**src/rtl/aes_128_sched_pkg.sv**
```systemverilog
// Shared defaults and types for the two-requester AES-128 front-end scheduler.
package aes_128_sched_pkg;

    localparam int CORE_LAT_DEF   = 21;
    localparam int FIFO_DEPTH_DEF = 8;

    typedef logic req_id_t;

    typedef struct packed {
        logic [127:0] data;
        req_id_t      id;
    } result_t;

endpackage

```
**src/rtl/aes_128_sched_fifo.sv**
```systemverilog
// Synchronous result FIFO with occupancy count; head reads as zero while empty.
module aes_128_sched_fifo
    import aes_128_sched_pkg::*;
#(
    parameter  int DEPTH = FIFO_DEPTH_DEF,
    localparam int CW    = $clog2(DEPTH + 1),
    localparam int PW    = $clog2(DEPTH)
) (
    input  logic          clk_i,
    input  logic          rst_i,
    input  logic          push_i,
    input  result_t       push_data_i,
    input  logic          pop_i,
    output result_t       head_o,
    output logic [CW-1:0] count_o
);

    result_t       mem_q [DEPTH];
    logic [PW-1:0] wr_ptr_q, wr_ptr_d;
    logic [PW-1:0] rd_ptr_q, rd_ptr_d;
    logic [CW-1:0] count_q, count_d;
    logic          do_push;
    logic          do_pop;

    assign do_pop  = pop_i && (count_q != '0);
    assign do_push = push_i && (count_q != CW'(DEPTH));

    // Pointers are PW bits wide, so they wrap modulo the power-of-two depth.
    always_comb begin
        wr_ptr_d = wr_ptr_q;
        rd_ptr_d = rd_ptr_q;
        count_d  = count_q;
        if (do_push) wr_ptr_d = wr_ptr_q + 1'b1;
        if (do_pop)  rd_ptr_d = rd_ptr_q + 1'b1;
        if (do_push && !do_pop)      count_d = count_q + 1'b1;
        else if (!do_push && do_pop) count_d = count_q - 1'b1;
    end

    always_ff @(posedge clk_i or posedge rst_i) begin
        if (rst_i) begin
            wr_ptr_q <= '0;
            rd_ptr_q <= '0;
            count_q  <= '0;
        end else begin
            wr_ptr_q <= wr_ptr_d;
            rd_ptr_q <= rd_ptr_d;
            count_q  <= count_d;
        end
    end

    always_ff @(posedge clk_i) begin
        if (do_push) mem_q[wr_ptr_q] <= push_data_i;
    end

    assign head_o  = (count_q != '0) ? mem_q[rd_ptr_q] : '0;
    assign count_o = count_q;

endmodule

```
**src/rtl/aes_128_sched.sv**
```systemverilog
// Round-robin, credit-based scheduler feeding a free-running AES-128 core and
// returning ciphertexts in acceptance order through a result FIFO.
module aes_128_sched
    import aes_128_sched_pkg::*;
#(
    parameter int CORE_LAT   = CORE_LAT_DEF,
    parameter int FIFO_DEPTH = FIFO_DEPTH_DEF
) (
    input  logic         clk,
    input  logic         rst,
    input  logic         req0_valid,
    output logic         req0_ready,
    input  logic [127:0] req0_state,
    input  logic [127:0] req0_key,
    input  logic         req1_valid,
    output logic         req1_ready,
    input  logic [127:0] req1_state,
    input  logic [127:0] req1_key,
    output logic [127:0] core_state,
    output logic [127:0] core_key,
    input  logic [127:0] core_out,
    output logic         rsp_valid,
    input  logic         rsp_ready,
    output logic [127:0] rsp_data,
    output logic         rsp_id,
    output logic         busy
);

    localparam int CW = $clog2(FIFO_DEPTH + 1);

    logic                ptr_q, ptr_d;
    logic [CW-1:0]       inflight_q, inflight_d;
    logic [CW-1:0]       fifo_count;
    logic [CORE_LAT-1:0] sr_vld_q, sr_vld_d;
    logic [CORE_LAT-1:0] sr_id_q, sr_id_d;
    logic [127:0]        core_state_q, core_state_d;
    logic [127:0]        core_key_q, core_key_d;
    logic                credit;
    logic                grant0, grant1, accept;
    req_id_t             grant_id;
    logic                retire;
    result_t             push_data;
    result_t             head;

    // Credit counts results already in the core plus those buffered; a pop on
    // this edge is deliberately not credited until the next cycle.
    assign credit   = ({1'b0, inflight_q} + {1'b0, fifo_count}) < (CW + 1)'(FIFO_DEPTH);
    assign grant0   = !rst && credit && req0_valid && (!ptr_q || !req1_valid);
    assign grant1   = !rst && credit && req1_valid && (ptr_q || !req0_valid);
    assign accept   = grant0 || grant1;
    assign grant_id = grant1;
    assign retire   = sr_vld_q[CORE_LAT-1];

    assign req0_ready = grant0;
    assign req1_ready = grant1;

    always_comb begin
        ptr_d        = ptr_q;
        inflight_d   = inflight_q;
        sr_vld_d     = {sr_vld_q[CORE_LAT-2:0], accept};
        sr_id_d      = {sr_id_q[CORE_LAT-2:0], grant_id};
        core_state_d = core_state_q;
        core_key_d   = core_key_q;
        if (accept) begin
            ptr_d        = ~grant_id;
            core_state_d = grant1 ? req1_state : req0_state;
            core_key_d   = grant1 ? req1_key   : req0_key;
        end
        if (accept && !retire)      inflight_d = inflight_q + 1'b1;
        else if (!accept && retire) inflight_d = inflight_q - 1'b1;
    end

    always_ff @(posedge clk or posedge rst) begin
        if (rst) begin
            ptr_q        <= 1'b0;
            inflight_q   <= '0;
            sr_vld_q     <= '0;
            sr_id_q      <= '0;
            core_state_q <= '0;
            core_key_q   <= '0;
        end else begin
            ptr_q        <= ptr_d;
            inflight_q   <= inflight_d;
            sr_vld_q     <= sr_vld_d;
            sr_id_q      <= sr_id_d;
            core_state_q <= core_state_d;
            core_key_q   <= core_key_d;
        end
    end

    assign push_data.data = core_out;
    assign push_data.id   = sr_id_q[CORE_LAT-1];

    aes_128_sched_fifo #(
        .DEPTH(FIFO_DEPTH)
    ) u_fifo (
        .clk_i      (clk),
        .rst_i      (rst),
        .push_i     (retire),
        .push_data_i(push_data),
        .pop_i      (rsp_ready),
        .head_o     (head),
        .count_o    (fifo_count)
    );

    assign core_state = core_state_q;
    assign core_key   = core_key_q;
    assign rsp_valid  = (fifo_count != '0);
    assign rsp_data   = head.data;
    assign rsp_id     = head.id;
    assign busy       = (inflight_q != '0) || (fifo_count != '0);

endmodule

```
**config.mk**
```make
export PLATFORM = sky130hd
export DESIGN_NAME = aes_128_sched
export DESIGN_NICKNAME = d
export VERILOG_FILES = /design/src/rtl/aes_128_sched_pkg.sv /design/src/rtl/aes_128_sched_fifo.sv /design/src/rtl/aes_128_sched.sv
export SDC_FILE = /design/constraint.sdc
export NUM_CORES = 2
export LEC_CHECK = 0
export CAP_MARGIN = 20
export CORE_AREA = 4 4 403 405
export CTS_BUF_LIST = sky130_fd_sc_hd__clkbuf_16
export DETAILED_ROUTE_END_ITERATION = 10
export DIE_AREA = 0 0 407 409
export SLEW_MARGIN = 0
export SYNTH_ARGS = -nofsm -noshare
export SYNTH_HDL_FRONTEND = slang
export SYNTH_SLANG_ARGS = --single-unit
```
**constraint.sdc**
```tcl
create_clock -name clk -period 12.3 [get_ports clk]
set_input_delay 2.46 -clock clk [delete_from_list [all_inputs] [get_ports clk]]
set_output_delay 2.46 -clock clk [all_outputs]
set_load 0.005 [all_outputs]
```
==> impl_metrics.json <==
{
  "critPathMaxFanout": 16,
  "synth_nets": 3856,
  "nets": 4746,
  "synthArstFlopShare": 0.2327,
  "ys_types": 41,
  "max_cap_violations": 0,
  "synth_top_family_by_area": "compound AO/OA/AOI/OAI gates",
  "slowest_stage": "nor4_4",
  "antenna_found_initial": 140,
  "rsz0062_at_grt": "no",
  "vias_per_cell": 5.749,
  "die_x_um": 407,
  "synth-compound-area-share": 0.1168,
  "htreeDepth": 4,
  "grt_pass1_wl_um": 305900,
  "max_stage_delay_ps": 810,
  "relSlewSlack": 0.1801,
  "drc": 0,
  "ys.flop_type": "edfxtp_1",
  "synth.area.top_cells": "edfxtp_1, dfrtp_1, mux4_2",
  "grt_max_degree": 162,
  "drive_gt1_frac": 0.1264,
  "rows": 146,
  "hold_viol": 0,
  "crit_family": "simple AND/OR/NAND/NOR gates",
  "cp-end-kind": "output port",
  "drtIter0Drc": 3415,
  "dr_total_vias": 36650,
  "wl_per_cell_um": 35.53,
  "ir_drop_v": 0.0001277,
  "area_delta_synth_final_pct": 31.70,
  "avgSynthCellArea_um2": 17.01,
  "setup-violations-final": 0,
  "critPathKind": "in2out",
  "yosysWarnings": 0,
  "grt_usage": 0.2654,
  "synth.largest_area_cell": "edfxtp_1",
  "ys_seq_area_frac": 0.7138,
  "die_h_um": 409,
  "worstHoldPathType": "reg2reg",
  "port_buffers": 1033,
  "fmax_mhz": 135.8,
  "root_buffer": "clkbuf_16",
  "synth.cell_area_um2": 54390,
  "synth_simple_gate_area_frac": 0.02901,
  "utilization": 0.4523,
  "maxSlewViolCount": 0,
  "setup_tns_ps": 0,
  "cts-resized-gates": 0,
  "yosys.area_share.xor_xnor": 0.001288,
  "cts_tree": "done",
  "synth_edf_count": 1032,
  "path_cells": "clkdlybuf4s50_1 -> nor4_4 -> nand3_1 -> nor3_1 -> clkdlybuf4s50_1",
  "cpMostUsedCell": "clkdlybuf4s50_1",
  "cp.arrival_ps": 4900,
  "cts_made_buffers": 150,
  "clk_pin_slew_ps": 60,
  "critical_path_buf_inv_count": 2,
  "dp.final_hpwl_um": 151300,
  "wl_um": 226500,
  "synth_mux_area_frac": 0.1080,
  "io_pins": 1034,
  "critical_path_required_ps": 9840,
  "ant_nets": 0,
  "period_needed_ps": 7362,
  "die_area_um2": 166500,
  "firstDrtPassIters": 6,
  "cts.hold.buffers_added": 0,
  "yosys.area.top_type_share": 0.5698,
  "cts_sinks": 1345,
  "start_kind": "input pin",
  "fin_skew_ps": 62.96,
  "core_um2": 158400,
  "start_util": 0.3434,
  "synth_fa_ha_area_frac": 0.003267,
  "gp_congestion": 0.9643,
  "powerDensity_nw_per_um2": 136.1,
  "overflow": 0,
  "whs_ps": 339.0,
  "cts_setup_buffers": 0,
  "grt_pass1_vias": 36910,
  "syn_inst": 3198,
  "p_leak_nw": 23.73,
  "cts_buffer_depth": 3,
  "worstMarginPinSlew_ps": 1230,
  "status": "complete, no violations",
  "fin_crit_sh": 0.5985,
  "insertion_delay_ps": 810,
  "synth_seq_cells": 1345
}
[routing by layer]
layer  track usage  part of all wire  vias to the layer above  wire length (um)
met2        0.4171              0.48                     1737            109800
met5             0           0.00045                        -               103
met1        0.2874              0.34                    19100             76230
met4        0.2097             0.078                       16             17670
li1              -                 -                    15290                 -
met3        0.1005              0.10                      510             22720
[power breakdown]
part,switching [mW],internal [mW],total (mW)
Sequential,0,4.90,4.90
Combinational,0.203,0.204,0.407
Clock,1.92,2.53,4.45
[kinds of logic (layout without fill, tap and decap cells)]
family / count (synthesis) / count (layout)
AOI/OAI and AO/OA: 911 / 911
xor gates and xnor gates: 8 / 8
adders and majority gates: 13 / 13
buffers and inverters: 351 / 1361
DFF: 1345 / 1345
muxes: 264 / 264
other: 0 / 95
and+or+nand+nor: 306 / 306
[worst paths after layout]
kind	from	to	slack, ps	depth (start not counted)
max	rst	req1_ready	4940	5
min	sr_vld_q[15]	sr_vld_q[16]	340	0
max reg2reg	u_fifo.count_o[3]	inflight_q[3]	7770	9
min reg2reg	sr_vld_q[15]	sr_vld_q[16]	340	0
max in group asynchronous	rst	core_state[75]	7840	4
min in group asynchronous	rst	core_key[61]	2240	2
[cell usage after synthesis, types with 4 or more instances]
cell type     n
buf_1         5
nor3_1        5
nor2_1        7
clkbuf_1    253
inv_1         6
o211ai_1      4
mux4_2      258
o21ai_1       9
a31oi_1     256
edfxtp_1   1032
nand3_1     264
buf_6        13
o21ai_0     249
a22o_1      129
a21oi_1       5
ha_1         11
xnor2_1       8
buf_2        69
nand2_1      10
a41oi_1     256
dfrtp_1     313
[flip-flops by register name (all words and copies together), names as in the netlist]
| signal | cells |
|---|---|
| core_key | 128 |
| core_state | 128 |
| inflight_q | 4 |
| ptr_q | 1 |
| sr_id_q | 21 |
| sr_vld_q | 21 |
| u_fifo.count_o | 4 |
| u_fifo.mem_q | 1032 |
| u_fifo.rd_ptr_q | 3 |
| u_fifo.wr_ptr_q | 3 |
[cell usage in the layout, fill, tap and decap left out, types with 3 or more instances in the layout]
cell,instances
xnor2_1,8
a41oi_1,256
buf_12,11
clkinv_1,40
a22o_1,129
mux4_2,258
clkdlybuf4s50_1,1032
nand2_1,9
dfrtp_1,311
clkinv_16,11
edfxtp_1,1032
nor3_1,3
nor2_4,7
clkinvlp_4,3
a31oi_1,256
inv_16,3
bufinv_16,13
o21ai_1,9
inv_1,37
a21oi_1,5
mux2_2,3
o211ai_1,4
nand3_1,264
o21ai_0,249
buf_4,37
clkinv_2,18
clkbuf_16,150
diode_2,95
nand3b_1,3
ha_1,11
[area by class of cell]
type / count / area (um2)
Clock inverter: 122 / 1181
Timing Repair Buffer: 1081 / 10840
Multi-Input combinational cell: 1502 / 14140
Sequential cell: 1345 / 38830
Clock buffer: 150 / 3754
Fill cell: 13940 / 86750
Tap cell: 2072 / 2592
Antenna cell: 95 / 237.7
Inverter: 8 / 45.04
[metrics by stage]
step	cell area, um2	power [mW]	worst slack, ps	cells
global placement	66460	5.391	4975	6008
floorplan	54390	5.078	1182	3198
finish	71630	9.751	4938	6375
detailed placement	66460	5.395	4986	6008
global route	71590	10.07	4532	6360
CTS	71390	9.858	4735	6280
Note: power is estimated with default switching activity, not from simulation.
